`src/rtl/qmca_seq_if.sv`:
```
// rtl/qmca_seq_if.sv - front-end/readout handshake bundle for the QMCA acquisition sequencer
interface qmca_seq_if #(
    parameter int CH_W = 2
);
    logic            comp;
    logic            rd_ack;
    logic            sm_collect;
    logic            sm_data;
    logic [CH_W-1:0] sm_channel;

    modport master (
        input  comp,
        input  rd_ack,
        output sm_collect,
        output sm_data,
        output sm_channel
    );

    modport slave (
        output comp,
        output rd_ack,
        input  sm_collect,
        input  sm_data,
        input  sm_channel
    );
endinterface

```
`src/rtl/qmca_seq.sv`:
```
// rtl/qmca_seq.sv - QMCA acquisition sequencer; QMCA_SEQ_TIMEOUT_EN adds a sticky readout watchdog
module qmca_seq #(
    parameter int CH_W   = 2,
    parameter int PRE_W  = 10,
    parameter int EVT_W  = 10,
    parameter int HOLD_W = 8,
    parameter int CNT_W  = 16,
    parameter int TO_W   = 16
) (
    input  logic               clk,
    input  logic               rst_n,
    input  logic               enable,
    input  logic [CH_W-1:0]    sel_channel,
    input  logic [PRE_W-1:0]   pre_len,
    input  logic [EVT_W-1:0]   evt_len,
    input  logic [HOLD_W-1:0]  holdoff,
    qmca_seq_if.master         bus,
    output logic [CNT_W-1:0]   trig_cnt,
    output logic               busy,
    output logic               timeout_err,
    output logic [4:0]         state
);

    // One shared phase counter: wide enough for the readout word total and the holdoff length.
    localparam int WD_W = ((PRE_W > EVT_W) ? PRE_W : EVT_W) + 1;
    localparam int CW   = (WD_W > HOLD_W) ? WD_W : HOLD_W;

    typedef enum logic [4:0] {
        S_BUFFER  = 5'b00001,
        S_IDLE    = 5'b00010,
        S_EVENT   = 5'b00100,
        S_READOUT = 5'b01000,
        S_HOLDOFF = 5'b10000
    } state_t;

    state_t             state_q, state_d;
    logic [CW-1:0]      cnt_q, cnt_d;
    logic [PRE_W-1:0]   pre_l_q, pre_l_d;
    logic [EVT_W-1:0]   evt_l_q, evt_l_d;
    logic [CH_W-1:0]    ch_q, ch_d;
    logic [CNT_W-1:0]   trig_q, trig_d;
    logic               collect_q, collect_d;
    logic               data_q, data_d;
    logic               busy_q, busy_d;

    logic [CW-1:0]      cnt_inc;
    logic [CW-1:0]      pre_eff;
    logic [CW-1:0]      evt_eff;
    logic [CW-1:0]      hold_eff;
    logic [CW-1:0]      words;

    assign cnt_inc  = cnt_q + CW'(1);
    assign pre_eff  = (pre_len == '0) ? CW'(1) : CW'(pre_len);
    assign evt_eff  = (evt_l_q == '0) ? CW'(1) : CW'(evt_l_q);
    assign hold_eff = (holdoff == '0) ? CW'(1) : CW'(holdoff);
    assign words    = CW'(pre_l_q) + evt_eff;

`ifdef QMCA_SEQ_TIMEOUT_EN
    logic [TO_W-1:0]    wd_q, wd_d;
    logic [TO_W-1:0]    wd_inc;
    logic               err_q, err_d;

    assign wd_inc      = wd_q + TO_W'(1);
    assign timeout_err = err_q;
`else
    logic [TO_W-1:0]    unused_to_w;

    assign unused_to_w = '0;
    assign timeout_err = 1'b0;
`endif

    always_comb begin
        state_d = state_q;
        cnt_d   = cnt_q;
        pre_l_d = pre_l_q;
        evt_l_d = evt_l_q;
        ch_d    = ch_q;
        trig_d  = trig_q;
`ifdef QMCA_SEQ_TIMEOUT_EN
        wd_d    = '0;
        err_d   = err_q;
`endif
        case (state_q)
            S_BUFFER: begin
                // pre_len is live here, so >= lets a shrinking length end the fill at once.
                if (enable) begin
                    if (cnt_inc >= pre_eff) begin
                        state_d = S_IDLE;
                        cnt_d   = '0;
                    end else begin
                        cnt_d   = cnt_inc;
                    end
                end
            end
            S_IDLE: begin
                cnt_d = '0;
                if (!enable) begin
                    state_d = S_BUFFER;
                end else if (bus.comp) begin
                    state_d = S_EVENT;
                    ch_d    = sel_channel;
                    pre_l_d = pre_len;
                    evt_l_d = evt_len;
                    if (trig_q != '1) begin
                        trig_d = trig_q + CNT_W'(1);
                    end
                end
            end
            S_EVENT: begin
                if (cnt_inc >= evt_eff) begin
                    state_d = S_READOUT;
                    cnt_d   = '0;
                end else begin
                    cnt_d   = cnt_inc;
                end
            end
            S_READOUT: begin
                if (bus.rd_ack) begin
                    if (cnt_inc >= words) begin
                        state_d = S_HOLDOFF;
                        cnt_d   = '0;
                    end else begin
                        cnt_d   = cnt_inc;
                    end
                end
`ifdef QMCA_SEQ_TIMEOUT_EN
                else if (wd_inc == '1) begin
                    state_d = S_HOLDOFF;
                    cnt_d   = '0;
                    err_d   = 1'b1;
                end else begin
                    wd_d    = wd_inc;
                end
`endif
            end
            S_HOLDOFF: begin
                if (cnt_inc >= hold_eff) begin
                    state_d = S_BUFFER;
                    cnt_d   = '0;
                end else begin
                    cnt_d   = cnt_inc;
                end
            end
            default: begin
                state_d = S_BUFFER;
                cnt_d   = '0;
            end
        endcase

        collect_d = (state_d == S_EVENT);
        data_d    = (state_d == S_READOUT);
        busy_d    = (state_d == S_EVENT) || (state_d == S_READOUT) || (state_d == S_HOLDOFF);
    end

    always_ff @(posedge clk or negedge rst_n) begin
        if (!rst_n) begin
            state_q   <= S_BUFFER;
            cnt_q     <= '0;
            pre_l_q   <= '0;
            evt_l_q   <= '0;
            ch_q      <= '0;
            trig_q    <= '0;
            collect_q <= 1'b0;
            data_q    <= 1'b0;
            busy_q    <= 1'b0;
`ifdef QMCA_SEQ_TIMEOUT_EN
            wd_q      <= '0;
            err_q     <= 1'b0;
`endif
        end else begin
            state_q   <= state_d;
            cnt_q     <= cnt_d;
            pre_l_q   <= pre_l_d;
            evt_l_q   <= evt_l_d;
            ch_q      <= ch_d;
            trig_q    <= trig_d;
            collect_q <= collect_d;
            data_q    <= data_d;
            busy_q    <= busy_d;
`ifdef QMCA_SEQ_TIMEOUT_EN
            wd_q      <= wd_d;
            err_q     <= err_d;
`endif
        end
    end

    assign bus.sm_collect = collect_q;
    assign bus.sm_data    = data_q;
    assign bus.sm_channel = ch_q;
    assign trig_cnt       = trig_q;
    assign busy           = busy_q;
    assign state          = state_q;

endmodule

```
`src/flat_wrapper.sv`:
```
// flat-port wrapper written by rule: the top's interface ports become plain ports
module qmca_seq_flat 
#(
    parameter int CH_W   = 2,
    parameter int PRE_W  = 10,
    parameter int EVT_W  = 10,
    parameter int HOLD_W = 8,
    parameter int CNT_W  = 16,
    parameter int TO_W   = 16
)
  (clk, rst_n, enable, sel_channel, pre_len, evt_len, holdoff, trig_cnt, busy, timeout_err, state, bus_comp, bus_rd_ack, bus_sm_collect, bus_sm_data, bus_sm_channel);
  qmca_seq_if #(.CH_W(CH_W)) bus_i ();
  input  logic clk;
  input  logic rst_n;
  input  logic enable;
  input  logic [CH_W-1:0] sel_channel;
  input  logic [PRE_W-1:0] pre_len;
  input  logic [EVT_W-1:0] evt_len;
  input  logic [HOLD_W-1:0] holdoff;
  output logic [CNT_W-1:0] trig_cnt;
  output logic busy;
  output logic timeout_err;
  output logic [4:0] state;
  input wire logic [$bits(bus_i.comp)-1:0] bus_comp;
  input wire logic [$bits(bus_i.rd_ack)-1:0] bus_rd_ack;
  output wire logic [$bits(bus_i.sm_collect)-1:0] bus_sm_collect;
  output wire logic [$bits(bus_i.sm_data)-1:0] bus_sm_data;
  output wire logic [$bits(bus_i.sm_channel)-1:0] bus_sm_channel;
  assign bus_i.comp = bus_comp;
  assign bus_i.rd_ack = bus_rd_ack;
  assign bus_sm_collect = bus_i.sm_collect;
  assign bus_sm_data = bus_i.sm_data;
  assign bus_sm_channel = bus_i.sm_channel;
  qmca_seq #(.CH_W(CH_W), .PRE_W(PRE_W), .EVT_W(EVT_W), .HOLD_W(HOLD_W), .CNT_W(CNT_W), .TO_W(TO_W)) u_core (.clk(clk), .rst_n(rst_n), .enable(enable), .sel_channel(sel_channel), .pre_len(pre_len), .evt_len(evt_len), .holdoff(holdoff), .bus(bus_i), .trig_cnt(trig_cnt), .busy(busy), .timeout_err(timeout_err), .state(state));
endmodule
```
`config.mk`:
```
export PLATFORM = sky130hd
export DESIGN_NAME = qmca_seq_flat
export DESIGN_NICKNAME = d
export VERILOG_FILES = /design/src/rtl/qmca_seq_if.sv /design/src/rtl/qmca_seq.sv /design/src/flat_wrapper.sv
export SDC_FILE = /design/constraint.sdc
export NUM_CORES = 1
export LEC_CHECK = 0
export ABC_CLOCK_PERIOD_IN_PS = 4019
export CORE_AREA = 2 2 104 106
export DETAILED_ROUTE_END_ITERATION = 8
export DIE_AREA = 0 0 106 108
export PLACE_DENSITY = 0.7
export SLEW_MARGIN = 20
export SYNTH_ARGS = -nofsm -noshare
export SYNTH_HDL_FRONTEND = slang
export SYNTH_SLANG_ARGS = --single-unit
export TNS_END_PERCENT = 5
```
`constraint.sdc`:
```
create_clock -name clk -period 4.02 [get_ports clk]
set_clock_uncertainty 0.2 [all_clocks]
set_input_delay 0.804 -clock clk [delete_from_list [all_inputs] [get_ports clk]]
set_output_delay 0.804 -clock clk [all_outputs]
set_load 0.02 [all_outputs]
```
---- Yosys cells after proc, flatten, opt, wreduce, memory -nomap -nowiden ----
Cells that the tools add are included.
storage, ports and cells
  output and inout bits ................... 27
  flip-flop bits (word level) ............. 57
  logic and storage cells ................. 54
  input port bits ......................... 35
operators by class
  muxes and demuxes ....................... 19
  add/subtract/negate cells ............... 3
  order comparisons ....................... 4
  reductions and logical operators ........ 8
  equality and inequality tests ........... 11
operators with widths
  kind                                                                    count
  11-bit two-way mux                                                      6
  11-bit greater-or-equal comparator                                      4
  11-bit one-hot mux with 4 select lines                                  1
  5-bit two-way mux                                                       8
  5-bit one-hot mux with 5 select lines                                   1
  10-bit logical NOT                                                      2
  10-bit two-way mux                                                      2
  16-bit by 1-bit adder with 16-bit output (second input constant)        1
  16-bit inequality test (second input constant)                          1
  10-bit by 11-bit adder with 11-bit output                               1
  11-bit by 1-bit adder with 11-bit output (second input constant)        1
  5-bit by 3-bit equality test with 1-bit output (second input constant)  2
  5-bit by 4-bit equality test with 1-bit output (second input constant)  2
  5-bit equality test (second input constant)                             2
  8-bit logical NOT                                                       1
  8-bit two-way mux                                                       1
  5-bit by 1-bit equality test with 1-bit output (second input constant)  1
  5-bit by 2-bit equality test with 1-bit output (second input constant)  1
  2-bit inequality test (second input constant)                           2
  4-bit AND reduction                                                     1
  3-bit AND reduction                                                     1
  1-bit logical OR                                                        2
  2-bit AND reduction                                                     1

---- Longest topological paths before layout ----
  depth in word-level cells ............... 10
  mapped depth ............................ 19
  depth with buffers taken out ............ 19

---- Worst setup path before layout ----
Ideal clock, no wire load.
  path kind ............................... reg2reg
  start point ............................. register u_core.evt_l_q[7]
  end point ............................... register u_core.cnt_q[0]
  arrival ................................. 3.711 ns
  setup time .............................. 0.077 ns
  buffers on the path ..................... 0
  stages on the path, launching flop included .. 20
  path slack .............................. 0.032 ns
  period minus slack after synthesis ...... 3.988 ns
  data required time ...................... 3.743 ns
  cells stage by stage .................... dfrtp_1 nor4_1 a41o_1 ha_1 inv_1 fa_1 inv_1 a21oi_1 o21ai_1 a21o_1 a21o_1 a31o_2 xnor2_1 ha_1 o2111ai_1 nor3_1 or3_1 o22ai_2 o21ai_1 o21ai_1
on the way
  longest elaborated chain between the ends .. 7
  elaborated cells on any way between the ends .. 9
  those cells by class .................... 1 x add/sub; 2 x order compare; 5 x mux; 1 x reduce/logical
ends and longest elaborated chain
  element                                     RTL line         text
  start, declared                             qmca_seq.sv:39   logic [EVT_W-1:0] evt_l_q, evt_l_d;
  start signal, assigned                      qmca_seq.sv:174  evt_l_q <= evt_l_d;
  10-bit logical NOT                          qmca_seq.sv:54   assign evt_eff = (evt_l_q == '0) ? CW'(1) : CW'(evt_l_q);
  10-bit two-way mux (*)                      qmca_seq.sv:54
  10-bit by 11-bit adder with 11-bit output   qmca_seq.sv:56   assign words = CW'(pre_l_q) + evt_eff;
  11-bit greater-or-equal comparator          qmca_seq.sv:119  if (cnt_inc >= words) begin
  11-bit two-way mux                          qmca_seq.sv:119
  11-bit two-way mux                          qmca_seq.sv:118  if (bus.rd_ack) begin
  11-bit one-hot mux with 4 select lines (*)  qmca_seq.sv:83   case (state_q)
  end signal, assigned                        qmca_seq.sv:172  cnt_q <= cnt_d;
  end, declared                               qmca_seq.sv:37   logic [CW-1:0] cnt_q, cnt_d;
Mark *: on every way between the ends. The rest lies on a longest branch, timed or not. The select of a mux whose other input is x is not followed.
A chain may end at the register's enable or synchronous reset.

---- Final worst setup path ----
  start point ............................. register u_core.evt_l_q[5]
  end point ............................... register u_core.cnt_q[3]
The elaborated chain is that of the path after synthesis.

==> results by group <==
Timing
  • Final setup margin: -126.3 ps
  • Final cycle utilization of the critical path: 1.031
  • Hold Vio Cnt, Final: 0
  • Clock period minus worst slack: 4146 ps
  • Slew margin rel.: 0.4917
  • Setup TNS: -943.0 ps
  • Peak Freq: about 240 MHz
  • RSZ-0062 raised after global routing: yes
  • # setup viols final: 12
  • Worst Tran Pin Value: about 760 ps
  • Worst hold slack: 254.3 ps
  • Max Slew Vio Count: 0

Setup path
  • Critical Path RT: 4100 ps
  • Worst path bufs/invs: 3
  • Crit Path Max Fanout: 7
  • CP Launch Type: register
  • CP dominant cell by count: a21oi_2
  • CP top delay family: compound AO/OA/AOI/OAI gates
  • Worst Path Arrival: around 4200 ps
  • R2R setup slack: -130 ps
  • R2r endpoint: u_core.cnt_q[3]
  • Max stage delay on crit path: 440 ps
  • FF-to-FF Start: u_core.evt_l_q[5]
  • CP Cell Sequence: inv_1 -> a41o_1 -> ha_2 -> buf_4 -> a21o_1 -> a21oi_2 -> o21ai_1 -> a2111o_1 -> a31o_1 -> a21oi_1 -> xor2_1 -> ha_1 -> o2111ai_2 -> a21oi_2 -> or3_4 -> o22ai_4 -> buf_6 -> o221ai_1 -> nand2_1
  • Slowest CP cell: a2111o_1
  • Crit end category: register
  • R2r worst-path depth: 19
  • Crit Path Class: register to register

Routing
  • Router iterations before antenna repair: 4
  • Via/cell ratio: about 5.3
  • Final wirelength: 10220 um
  • Final ANT Viol Nets: 0
  • Wire per inst: 15.41 um
  • Vias: 3515
  • DRC Markers: 0
  • Starting DRT DRC Count: 131

Yosys
  • Cell variety after synth: 61
  • Seq/Total Area, Yosys: 0.3559
  • Mean Syn Cell Area: 8.994 sq um
  • #FFs+latches synth: 57
  • Net Count, Synth: roughly 530
  • Synth async-reset ratio: 1.000
  • Area of the mapped netlist: 4011 sq um
  • Post-synthesis cell count: 446
  • Ys flop type: dfrtp_1
  • Number of synthesized flops with an enable pin: 0
  • Yosys warns: 0

Floorplanning
  • Die area: 11450 sq um
  • Die X: approximately 110 um
  • Std cell rows: 37
  • Top Ports: 62
  • Die Ht: 108 um
  • Initial core utilization: 0.3921
  • Core area: roughly 10000 sq um

Finish
  • Fillers: 948
  • Synth-to-layout area growth: 29.54%
  • Layout cells sized above 1: 0.1442
  • Antenna cells: 0
  • Layout Nets: 609
  • Util after Layout: 0.5079

Status
  • Status: finished with violations
  • Failing checks: negative setup slack

Power
  • Total power: between 1.5 and 2 mW
  • Clock share of power: 0.376
  • Combinational power share: 0.235
  • Switching share of power: 0.3046
  • Psw: 0.4977 mW
  • PwrDens: ~310 nW/um^2
  • Internal power: 1.136 mW
  • Peak supply drop: 0.1931 mV
  • Sequential power share: 0.388
  • Leakage: roughly 2.5 nW

Clock tree
  • Clk Latency, worst-skew pair: 350 ps
  • Root buf cell: clkbuf_8
  • CTS tree: yes
  • Htree depth: 3
  • Max clock buf depth: 2
  • Clock Sink Count: 57
  • # hold bufs at CTS: 0
  • CTS Buf Count: 9
  • Clock transition at the registers of the reported paths: 70 ps

GRT
  • Largest net degree at the start of global routing: 44
  • First-pass GRT wire length: 17280 um
  • Global route overflow: 0
  • Antenna violations before repair: 0
  • Vias in the first global route: 3558
  • Tot GR Track Use: 0.1889

Hold path
  • Hold crit path type: primary input to asynchronous set/reset pin

Placed design
  • Routability cong.: 0.8636
  • Post-DP HPWL: between 7000 and 8000 um
  • Number of port buffers: 60

Flow run
  • Max-Cap Viols: 0
## registers in the layout (all words and copies together) (netlist names)
name / cells
u_core.bus.sm_channel: 2
u_core.bus.sm_collect: 1
u_core.bus.sm_data: 1
u_core.busy: 1
u_core.cnt_q: 11
u_core.evt_l_q: 10
u_core.pre_l_q: 10
u_core.state: 5
u_core.trig_cnt: 16
## synthesized netlist by cell type (2+ instances only)
| master | instances | area [sq um] |
|---|---|---|
| nand2_1 | 67 | 251.5 |
| dfrtp_1 | 56 | 1401 |
| ha_1 | 51 | 638.1 |
| inv_1 | 32 | 120.1 |
| o21ai_0 | 23 | 115.1 |
| nor2_1 | 20 | 75.07 |
| a21oi_1 | 19 | 95.09 |
| xnor2_1 | 19 | 166.4 |
| nand3_1 | 16 | 80.08 |
| clkbuf_1 | 15 | 56.30 |
| xor2_1 | 13 | 113.9 |
| a21o_1 | 11 | 82.58 |
| nand4_1 | 7 | 43.79 |
| o211ai_1 | 7 | 52.55 |
| o21ai_1 | 7 | 35.03 |
| nor3_1 | 6 | 30.03 |
| and3_1 | 5 | 31.28 |
| nor4_1 | 4 | 25.02 |
| o2111ai_1 | 4 | 35.03 |
| a41o_1 | 3 | 30.03 |
| and4_1 | 3 | 26.28 |
| buf_2 | 3 | 15.01 |
| nand2b_1 | 3 | 18.77 |
| nor2b_1 | 3 | 18.77 |
| or3_1 | 3 | 18.77 |
| a211oi_1 | 2 | 15.01 |
| a31o_1 | 2 | 17.52 |
| a31o_2 | 2 | 17.52 |
| and2_1 | 2 | 12.51 |
| buf_4 | 2 | 15.01 |
| mux2i_1 | 2 | 20.02 |
| nor2_2 | 2 | 12.51 |
| o21bai_1 | 2 | 15.01 |
| o22ai_1 | 2 | 12.51 |
| o41ai_1 | 2 | 17.52 |
## metrics by stage
stage	instance area, sq um	cells	setup slack, ps
6_report	5196	663	-126.3
4_1_cts	5165	663	-56.05
3_5_place_dp	4852	644	-203.9
2_1_floorplan	4011	446	31.74
3_3_place_gp	4852	644	-104.5
5_1_grt	5196	663	-327.6
## logic make-up after synthesis
family          count (synthesis)  share of synthesized area
mux                             3                   0.007798
xor+xnor                       32                    0.06987
simple gates                  148                     0.1778
other cells                     1                  0.0009348
buf+inv                        55                    0.05614
flops                          57                     0.3559
fa+ha+maj                      52                     0.1641
compound gates                 98                     0.1675
## power groups by stage
stage	clock network (mW)	logic [mW]	registers, mW
2_1_floorplan	0	0.254	0.630
3_3_place_gp	0	0.360	0.642
3_5_place_dp	0	0.375	0.644
4_1_cts	0.625	0.384	0.633
5_1_grt	0.661	0.437	0.638
6_report	0.615	0.384	0.634
## how the worst max path moves through the flow
stage / slack [ps] / endpoint / depth (start not counted) / from
after floorplan: 30 / u_core.cnt_q[0] / 19 / u_core.evt_l_q[7]
after CTS: -60 / u_core.cnt_q[3] / 20 / u_core.evt_l_q[8]
final: -130 / u_core.cnt_q[3] / 19 / u_core.evt_l_q[5]
after global routing: -330 / u_core.cnt_q[3] / 20 / u_core.evt_l_q[7]
after detailed placement: -200 / u_core.cnt_q[3] / 20 / u_core.evt_l_q[7]
after global placement: -100 / u_core.cnt_q[3] / 20 / u_core.evt_l_q[7]
## layout by cell type (no fill, tap or decap), drive strengths merged, types with 3 or more instances in the layout
master,synthesis,final
nand4,8,8
a31o,4,4
inv,33,33
clkinv,1,4
dfrtp,56,56
buf,6,27
o2111ai,4,4
a41o,3,3
o22ai,4,4
a21oi,20,20
nor2b,3,3
or3,3,3
clkdlybuf4s50,0,59
nand2b,3,3
nand3,16,16
nor4,4,4
a21o,11,11
and4,3,3
o211ai,7,7
nor3,7,7
nor2,22,22
nand2,67,67
ha,51,51
xnor2,19,19
clkbuf,15,11
and3,5,5
o21ai,30,30
xor2,13,13
## repair_timing
item	in CTS	in global routing
cloned	0	0
setup endpoints to repair	16	16
gates resized for setup	15	8
pin swaps	9	8
setup buffers	3	0
## per-layer routing
layer	wire (um)	track usage	part of all wire
met2	4790	0.3143	0.47
met5	0	0	0
met3	564	0.05184	0.055
met4	148	0.05451	0.014
met1	4714	0.2419	0.46
## worst reg2reg max path: stages, from the launching register on
cell	delay [ps]
dfrtp_1	370
inv_1	70
a41o_1	250
ha_2	180
buf_4	120
a21o_1	180
a21oi_2	180
o21ai_1	110
a2111o_1	440
a31o_1	210
a21oi_1	160
xor2_1	180
ha_1	270
o2111ai_2	130
a21oi_2	60
or3_4	430
o22ai_4	190
buf_6	150
o221ai_1	100
nand2_1	100
## cell type report
type	instances	area [sq um]	area share
Multi-Input combinational cell	334	2454	0.4722
Inverter	34	127.6	0.02456
Timing Repair Buffer	86	797.0	0.1534
Clock buffer	11	141.4	0.02721
Sequential cell	57	1428	0.2747
Clock inverter	5	78.83	0.01517
Tap cell	136	170.2	0.03275
Note: power is estimated with default switching activity, not from simulation.
